===== src/rtl/axi_lite_req_arbiter_if.sv =====
// Requester-side and AXI-Lite-master-side signals of the two-port request arbiter.
// The arbiter uses the master modport; the requesters and the AXI-Lite master sit behind slave.
interface axi_lite_req_arbiter_if;
    // requester 0: PCIe RX target engine
    logic        req0_valid;
    logic        req0_we;
    logic [31:0] req0_addr;
    logic [3:0]  req0_be;
    logic [31:0] req0_wdata;
    logic        req0_done;
    logic        req0_err;

    // requester 1: local config/init sequencer
    logic        req1_valid;
    logic        req1_we;
    logic [31:0] req1_addr;
    logic [3:0]  req1_be;
    logic [31:0] req1_wdata;
    logic        req1_done;
    logic        req1_err;

    logic [31:0] req_rdata;

    // AXI-Lite master user side
    logic [31:0] rd_addr;
    logic [3:0]  rd_be;
    logic        rd_en;
    logic [31:0] rd_data;
    logic        rd_data_valid;
    logic [31:0] wr_addr;
    logic [3:0]  wr_be;
    logic [31:0] wr_data;
    logic        wr_en;
    logic        wr_done;

    modport master (
        input  req0_valid, req0_we, req0_addr, req0_be, req0_wdata,
               req1_valid, req1_we, req1_addr, req1_be, req1_wdata,
               rd_data, rd_data_valid, wr_done,
        output req0_done, req0_err, req1_done, req1_err, req_rdata,
               rd_addr, rd_be, rd_en, wr_addr, wr_be, wr_data, wr_en
    );

    modport slave (
        output req0_valid, req0_we, req0_addr, req0_be, req0_wdata,
               req1_valid, req1_we, req1_addr, req1_be, req1_wdata,
               rd_data, rd_data_valid, wr_done,
        input  req0_done, req0_err, req1_done, req1_err, req_rdata,
               rd_addr, rd_be, rd_en, wr_addr, wr_be, wr_data, wr_en
    );
endinterface


===== src/rtl/axi_lite_req_arbiter.sv =====
// Round-robin sharing of one AXI-Lite master user interface between two requesters,
// with level-then-release enables, stable request fields and a completion timeout.
module axi_lite_req_arbiter #(
    parameter int unsigned TIMEOUT_CYCLES = 256,
    parameter logic [31:0] ERR_RDATA      = 32'hBADFEED0
) (
    input  logic                   M_AXI_ACLK,
    input  logic                   M_AXI_ARESET,
    axi_lite_req_arbiter_if.master bus
);
    typedef enum logic [1:0] {
        ST_IDLE = 2'd0,
        ST_BUSY = 2'd1,
        ST_GAP  = 2'd2
    } state_t;

    localparam logic [15:0] CNT_LAST = 16'(TIMEOUT_CYCLES - 1);

    // per-port request view, indexable by the grant
    logic [1:0]  req_valid;
    logic [1:0]  req_we;
    logic [31:0] req_addr  [2];
    logic [3:0]  req_be    [2];
    logic [31:0] req_wdata [2];

    for (genvar gi = 0; gi < 2; gi++) begin : g_port
        assign req_valid[gi] = (gi == 0) ? bus.req0_valid : bus.req1_valid;
        assign req_we[gi]    = (gi == 0) ? bus.req0_we    : bus.req1_we;
        assign req_addr[gi]  = (gi == 0) ? bus.req0_addr  : bus.req1_addr;
        assign req_be[gi]    = (gi == 0) ? bus.req0_be    : bus.req1_be;
        assign req_wdata[gi] = (gi == 0) ? bus.req0_wdata : bus.req1_wdata;
    end

    state_t      state_q, state_d;
    logic        ptr_q, ptr_d;          // port preferred when both request
    logic        gnt_q, gnt_d;
    logic        we_q, we_d;
    logic [31:0] addr_q, addr_d;
    logic [3:0]  be_q, be_d;
    logic [31:0] wdata_q, wdata_d;
    logic [15:0] cnt_q, cnt_d;
    logic        rd_en_q, rd_en_d;
    logic        wr_en_q, wr_en_d;
    logic [1:0]  done_q, done_d;
    logic [1:0]  err_q, err_d;
    logic [31:0] rdata_q, rdata_d;

    logic        sel;
    logic        rsp_hit;
    logic        tmo_hit;

    always_ff @(posedge M_AXI_ACLK) begin
        if (M_AXI_ARESET) begin
            state_q <= ST_IDLE;
            ptr_q   <= 1'b0;
            gnt_q   <= 1'b0;
            we_q    <= 1'b0;
            addr_q  <= '0;
            be_q    <= '0;
            wdata_q <= '0;
            cnt_q   <= '0;
            rd_en_q <= 1'b0;
            wr_en_q <= 1'b0;
            done_q  <= '0;
            err_q   <= '0;
            rdata_q <= '0;
        end else begin
            state_q <= state_d;
            ptr_q   <= ptr_d;
            gnt_q   <= gnt_d;
            we_q    <= we_d;
            addr_q  <= addr_d;
            be_q    <= be_d;
            wdata_q <= wdata_d;
            cnt_q   <= cnt_d;
            rd_en_q <= rd_en_d;
            wr_en_q <= wr_en_d;
            done_q  <= done_d;
            err_q   <= err_d;
            rdata_q <= rdata_d;
        end
    end

    always_comb begin
        state_d = state_q;
        ptr_d   = ptr_q;
        gnt_d   = gnt_q;
        we_d    = we_q;
        addr_d  = addr_q;
        be_d    = be_q;
        wdata_d = wdata_q;
        cnt_d   = cnt_q;
        rd_en_d = 1'b0;
        wr_en_d = 1'b0;
        done_d  = '0;
        err_d   = '0;
        rdata_d = rdata_q;
        sel     = 1'b0;
        rsp_hit = 1'b0;
        tmo_hit = 1'b0;

        unique case (state_q)
            ST_IDLE: begin
                if (|req_valid) begin
                    sel     = (&req_valid) ? ptr_q : req_valid[1];
                    gnt_d   = sel;
                    ptr_d   = ~sel;
                    we_d    = req_we[sel];
                    addr_d  = req_addr[sel];
                    be_d    = req_be[sel];
                    wdata_d = req_wdata[sel];
                    cnt_d   = '0;
                    rd_en_d = ~req_we[sel];
                    wr_en_d = req_we[sel];
                    state_d = ST_BUSY;
                end
            end
            ST_BUSY: begin
                // a response of the other type is not ours and is ignored
                rsp_hit = we_q ? bus.wr_done : bus.rd_data_valid;
                tmo_hit = (cnt_q == CNT_LAST);
                cnt_d   = cnt_q + 16'd1;
                rd_en_d = rd_en_q;
                wr_en_d = wr_en_q;
                if (rsp_hit || tmo_hit) begin
                    rd_en_d       = 1'b0;
                    wr_en_d       = 1'b0;
                    done_d[gnt_q] = 1'b1;
                    err_d[gnt_q]  = ~rsp_hit;
                    if (!rsp_hit) begin
                        rdata_d = ERR_RDATA;
                    end else if (!we_q) begin
                        rdata_d = bus.rd_data;
                    end
                    state_d = ST_GAP;
                end
            end
            ST_GAP: begin
                state_d = ST_IDLE;
            end
            default: begin
                state_d = ST_IDLE;
            end
        endcase
    end

    assign bus.req0_done = done_q[0];
    assign bus.req1_done = done_q[1];
    assign bus.req0_err  = err_q[0];
    assign bus.req1_err  = err_q[1];
    assign bus.req_rdata = rdata_q;
    assign bus.rd_en     = rd_en_q;
    assign bus.wr_en     = wr_en_q;
    assign bus.rd_addr   = addr_q;
    assign bus.wr_addr   = addr_q;
    assign bus.rd_be     = be_q;
    assign bus.wr_be     = be_q;
    assign bus.wr_data   = wdata_q;
endmodule


===== src/flat_wrapper.sv =====
// flat-port wrapper written by rule: the top's interface ports become plain ports
module axi_lite_req_arbiter_flat 
#(
    parameter int unsigned TIMEOUT_CYCLES = 256,
    parameter logic [31:0] ERR_RDATA      = 32'hBADFEED0
)
  (M_AXI_ACLK, M_AXI_ARESET, bus_req0_valid, bus_req0_we, bus_req0_addr, bus_req0_be, bus_req0_wdata, bus_req1_valid, bus_req1_we, bus_req1_addr, bus_req1_be, bus_req1_wdata, bus_rd_data, bus_rd_data_valid, bus_wr_done, bus_req0_done, bus_req0_err, bus_req1_done, bus_req1_err, bus_req_rdata, bus_rd_addr, bus_rd_be, bus_rd_en, bus_wr_addr, bus_wr_be, bus_wr_data, bus_wr_en);
  axi_lite_req_arbiter_if bus_i ();
  input  logic M_AXI_ACLK;
  input  logic M_AXI_ARESET;
  input wire logic [$bits(bus_i.req0_valid)-1:0] bus_req0_valid;
  input wire logic [$bits(bus_i.req0_we)-1:0] bus_req0_we;
  input wire logic [$bits(bus_i.req0_addr)-1:0] bus_req0_addr;
  input wire logic [$bits(bus_i.req0_be)-1:0] bus_req0_be;
  input wire logic [$bits(bus_i.req0_wdata)-1:0] bus_req0_wdata;
  input wire logic [$bits(bus_i.req1_valid)-1:0] bus_req1_valid;
  input wire logic [$bits(bus_i.req1_we)-1:0] bus_req1_we;
  input wire logic [$bits(bus_i.req1_addr)-1:0] bus_req1_addr;
  input wire logic [$bits(bus_i.req1_be)-1:0] bus_req1_be;
  input wire logic [$bits(bus_i.req1_wdata)-1:0] bus_req1_wdata;
  input wire logic [$bits(bus_i.rd_data)-1:0] bus_rd_data;
  input wire logic [$bits(bus_i.rd_data_valid)-1:0] bus_rd_data_valid;
  input wire logic [$bits(bus_i.wr_done)-1:0] bus_wr_done;
  output wire logic [$bits(bus_i.req0_done)-1:0] bus_req0_done;
  output wire logic [$bits(bus_i.req0_err)-1:0] bus_req0_err;
  output wire logic [$bits(bus_i.req1_done)-1:0] bus_req1_done;
  output wire logic [$bits(bus_i.req1_err)-1:0] bus_req1_err;
  output wire logic [$bits(bus_i.req_rdata)-1:0] bus_req_rdata;
  output wire logic [$bits(bus_i.rd_addr)-1:0] bus_rd_addr;
  output wire logic [$bits(bus_i.rd_be)-1:0] bus_rd_be;
  output wire logic [$bits(bus_i.rd_en)-1:0] bus_rd_en;
  output wire logic [$bits(bus_i.wr_addr)-1:0] bus_wr_addr;
  output wire logic [$bits(bus_i.wr_be)-1:0] bus_wr_be;
  output wire logic [$bits(bus_i.wr_data)-1:0] bus_wr_data;
  output wire logic [$bits(bus_i.wr_en)-1:0] bus_wr_en;
  assign bus_i.req0_valid = bus_req0_valid;
  assign bus_i.req0_we = bus_req0_we;
  assign bus_i.req0_addr = bus_req0_addr;
  assign bus_i.req0_be = bus_req0_be;
  assign bus_i.req0_wdata = bus_req0_wdata;
  assign bus_i.req1_valid = bus_req1_valid;
  assign bus_i.req1_we = bus_req1_we;
  assign bus_i.req1_addr = bus_req1_addr;
  assign bus_i.req1_be = bus_req1_be;
  assign bus_i.req1_wdata = bus_req1_wdata;
  assign bus_i.rd_data = bus_rd_data;
  assign bus_i.rd_data_valid = bus_rd_data_valid;
  assign bus_i.wr_done = bus_wr_done;
  assign bus_req0_done = bus_i.req0_done;
  assign bus_req0_err = bus_i.req0_err;
  assign bus_req1_done = bus_i.req1_done;
  assign bus_req1_err = bus_i.req1_err;
  assign bus_req_rdata = bus_i.req_rdata;
  assign bus_rd_addr = bus_i.rd_addr;
  assign bus_rd_be = bus_i.rd_be;
  assign bus_rd_en = bus_i.rd_en;
  assign bus_wr_addr = bus_i.wr_addr;
  assign bus_wr_be = bus_i.wr_be;
  assign bus_wr_data = bus_i.wr_data;
  assign bus_wr_en = bus_i.wr_en;
  axi_lite_req_arbiter #(.TIMEOUT_CYCLES(TIMEOUT_CYCLES), .ERR_RDATA(ERR_RDATA)) u_core (.M_AXI_ACLK(M_AXI_ACLK), .M_AXI_ARESET(M_AXI_ARESET), .bus(bus_i));
endmodule

===== config.mk =====
export PLATFORM = sky130hd
export DESIGN_NAME = axi_lite_req_arbiter_flat
export DESIGN_NICKNAME = d
export VERILOG_FILES = /design/src/rtl/axi_lite_req_arbiter_if.sv /design/src/rtl/axi_lite_req_arbiter.sv /design/src/flat_wrapper.sv
export SDC_FILE = /design/constraint.sdc
export NUM_CORES = 1
export LEC_CHECK = 0
export ABC_AREA = 0
export BUFFER_PORTS_ARGS = -buffer_cell sky130_fd_sc_hd__buf_2
export CAP_MARGIN = 15
export CORE_MARGIN = 5
export CORE_UTILIZATION = 25
export DETAILED_ROUTE_END_ITERATION = 12
export GPL_ROUTABILITY_DRIVEN = 0
export PLACE_DENSITY = 0.57
export RECOVER_POWER = 50
export REMOVE_ABC_BUFFERS = 1
export SLEW_MARGIN = 5
export SYNTH_ARGS = -nofsm -noshare
export SYNTH_HDL_FRONTEND = slang
export SYNTH_SLANG_ARGS = --single-unit

===== constraint.sdc =====
create_clock -name M_AXI_ACLK -period 5.51 [get_ports M_AXI_ACLK]
set_input_delay 0.2755 -clock M_AXI_ACLK [delete_from_list [all_inputs] [get_ports M_AXI_ACLK]]
set_output_delay 0.2755 -clock M_AXI_ACLK [all_outputs]
set_load 0.005 [all_outputs]

==> summary.md <==
| Metric | Value |
|---|---|
| Status | complete, no violations |
| Starting Density | between 20 and 30% |
| Register clock-pin slew on the reported worst setup and hold paths | roughly 60 ps |
| Count of final hold-check violations | 0 |
| R2R cell count | 4 |
| Crit path max fanout | 21 |
| GRT overflow | 0 |
| Setup Fix Bufs, Post-CTS | 0 |
| Number of antenna violations at the first check in global routing | 2 |
| CTS Sinks | 127 |
| Nets | between 1000 and 1500 |
| Worst hold path depth | 3 |
| N_diodes | 0 |
| R2R Path Start | u_core.cnt_q[9]$_SDFFE_PP0P_ |
| Min-Delay Endpoint | u_core.bus.rd_addr[20]$_SDFFE_PP0P_ |
| Layout cell share with drive strength beyond 1 | 33.0% |
| Unrepaired setup endpoints after global routing | no |
| Max Freq | 395 MHz |
| Simple logic cell fraction of the synthesized area | a little under a fifth |
| Hold Path Class | primary input to flop |
| Critical path's largest stage delay | roughly 840 ps |
| Die area | approximately 24000 µm² |
| R2R Path End | u_core.bus.req_rdata[28]$_SDFFE_PP0P_ |
| Share of the synthesized area in the top cell type | ~50% |
| Setup violators final | 0 |
| Setup TNS | 0 ps |
| Final core occ | a little over a third |
| Residual DRC | 0 |
| Synth Warn # | 0 |
| Adder-Cell Fraction of Synth Area | less than 1% |
| Combinational family with the most area after synthesis | compound AO/OA/AOI/OAI gates |
| CTS tree | yes |
| Largest net degree at the start of global routing | 70 |
| Seq/Total Area, Yosys | between 40 and 50% |
| Critical path class | flop to flop |
| Router iterations before antenna repair | 6 |
| XOR/XNOR Fraction of Synth Area | 0% |
| Syn Std Cell Area | 5180 µm² |
| Die span in y | about 150 µm |
| Max Root-Sink Buffers | 2 |
| Slowest cell on crit path | or4_1 |
| Commonest cells in the netlist | dfxtp_1, nor2_1, a222oi_1 |
| Fillcell total | 2213 |
| Tot GR Track Use | 14.9% |
| Final worst setup slack | about 3000 ps |
| Crit path DAT | around 2900 ps |
| Slew Viols, Final | 0 |
| Slew @ Worst Pin | about 910 ps |
| Top cells by area, synth | dfxtp_1, a222oi_1, nor2_1, buf_4, a21oi_1 |
| FFs w/ async S/R, synth | 0% |
| Worst skew pair latency | 410 ps |
| Dpl ws | a little under 3000 ps |
| Antenna viol nets, final | 0 |
| Critical-path cell list | or4_1, or4_1, a21o_1, a21oi_1 |
| Via count | 5387 |
| DPL Wire Length | 13.2 mm |
| Uppermost routed layer | met5 |
| Layout area overhead | 37.7% |
| Yosys reg bits | 127 |
| Syn Inst Count | roughly 570 |
| Post-synthesis mux area share | 0.434% |
| Post-synth EDFFs | 0 |
| Site Rows | 52 |
| Root buffer cell | clkbuf_16 |
| Met3 Wirelength | 1.36 mm |
| Leak Pwr | 3.07 nW |
| WL met1 | approximately 7.3 mm |
| Compound-cell area share of the yosys netlist | about 23% |
| Max_slew headroom | around 40% |
| Crit path max-delay family | simple AND/OR/NAND/NOR gates |
| Hold Path Origin | bus_req0_addr[20] |
| Synth cell types | 40 |
| Worst path bufs/invs | 0 |
| Cell mode on critical path | or4_1 |
| Vias in the first global route | between 5000 and 6000 |
| IO Port Bufs | approximately 320 |
| Synth area leader | dfxtp_1 |
| Mapped Avg Cell Area | 9.06 µm² |
| Min Tclk post-route | between 2000 and 3000 ps |
| Global-route wire length before repair | roughly 28 mm |
| CP startpoint kind | flop |
| R2r setup slk | a little under 3000 ps |
| VDD IR-drop max | ~180 µV |
| CTS Buf Count | 17 |
| Starting DRT DRC Count | 520 |
| Post-route clock period utilization | 45.9% |
| Most frequent cell after synthesis | dfxtp_1 |
| Post-CTS Hold Buffers | 0 |
| Io pins | around 320 |
| Final wirelength | around 19 mm |
| Top_reg_cell synth | dfxtp_1 |
| PostCTS Resize Cnt | 0 |
| Setup crit end kind | flop |
| Number of max-cap violations | 0 |
| CTS H-Tree Depth | 4 |
| Post-Route Skew | approximately 14 ps |
| Core box area | 20300 µm² |
| Die X | 154 µm |
| DR WL met2 | 9.51 mm |
| WL/cell | roughly 17 µm |
| Via-to-Cell Ratio | about 4.9 |
| PwrDens | around 350 nW/µm² |
| CP Data Required Time | ~6000 ps |
report_power, final:
group          total (mW)  internal (mW)  switching, mW
Clock                1.02          0.614          0.411
Combinational       0.406          0.180          0.226
Sequential           1.05          0.995         0.0520
state kept, by name, summed over array words and instances, names as in the netlist:
| register | flops |
|---|---|
| u_core.cnt_q | 16 |
| u_core.gnt_q | 1 |
| u_core.bus.rd_en | 1 |
| u_core.ptr_q | 1 |
| u_core.bus.rd_addr | 32 |
| u_core.bus.wr_data | 32 |
| u_core.bus.req_rdata | 32 |
| u_core.done_q | 2 |
| u_core.state_q | 2 |
| u_core.err_q | 2 |
| u_core.we_q | 1 |
| u_core.bus.rd_be | 4 |
| u_core.bus.wr_en | 1 |
kinds of logic (layout without fill, tap and decap cells):
family	count (synthesis)	in the layout
compound gates	151	151
fa+ha+maj	1	1
mux	2	2
flops	127	127
simple gates	201	201
buf+inv	90	358
cell type report:
| type | instances | area (µm²) | area share [%] |
|---|---|---|---|
| flip-flops and latches | 127 | 2540 | 35.6 |
| multi-input cells | 355 | 2190 | 30.6 |
| clock inverters | 11 | 95.1 | 1.33 |
| well taps | 270 | 338 | 4.73 |
| inverters | 5 | 18.8 | 0.263 |
| repair buffers | 322 | 1520 | 21.3 |
| clock buffers | 20 | 437 | 6.12 |
worst register-to-register path, delay by kind of cell (launching register included):
family             cells  cell delay [ps]
and+or+nand+nor        2             1350
AOI/OAI and AO/OA      2              770
DFF                    1              340
how the worst max path moves through the flow:
| stage | startpoint | endpoint | slack [ps] | cells past startpoint |
|---|---|---|---|---|
| floorplan | u_core.state_q[1]$_SDFFE_PP0P_ | u_core.bus.rd_addr[0]$_SDFFE_PP0P_ | 670 | 4 |
| global placement | u_core.cnt_q[9]$_SDFFE_PP0P_ | u_core.bus.req_rdata[29]$_SDFFE_PP0P_ | 2980 | 4 |
| detailed placement | u_core.cnt_q[9]$_SDFFE_PP0P_ | u_core.bus.req_rdata[28]$_SDFFE_PP0P_ | 2970 | 4 |
| global route | u_core.cnt_q[10]$_SDFFE_PP0P_ | u_core.bus.req_rdata[28]$_SDFFE_PP0P_ | 2850 | 4 |
| CTS | u_core.cnt_q[9]$_SDFFE_PP0P_ | u_core.bus.req_rdata[28]$_SDFFE_PP0P_ | 2950 | 4 |
| finish | u_core.cnt_q[9]$_SDFFE_PP0P_ | u_core.bus.req_rdata[28]$_SDFFE_PP0P_ | 2980 | 4 |
cell usage in the layout (no fill, tap or decap), drive strengths merged, types with 6 or more instances in the layout:
cell,synthesis,routed
buf,39,242
dfxtp,127,127
or4,8,8
nand2,19,19
nor2,104,104
nand4,6,6
a222oi,68,68
a21oi,48,48
a22oi,11,11
nand2b,23,23
nand3,17,17
clkinv,0,7
clkbuf,46,100
routing by layer:
layer | track usage [%] | up-vias
li1 | - | 2620
met1 | 17.4 | 2521
met2 | 25.6 | 214
met3 | 4.78 | 28
met4 | 4.92 | 4
met5 | 0 | -
through the flow:
stage / hold slack, ps / cells / power, mW / cell area [µm²]
final: 105 / 1110 / 2.48 / 7140
after global routing: 91.6 / 1110 / 2.61 / 7140
after CTS: 80.6 / 1110 / 2.53 / 7250
after detailed placement: 443 / 1079 / 1.49 / 6710
after global placement: 448 / 1079 / 1.49 / 6710
after floorplan: 345 / 487 / 1.25 / 4730
Note: power is estimated with default switching activity, not from simulation.
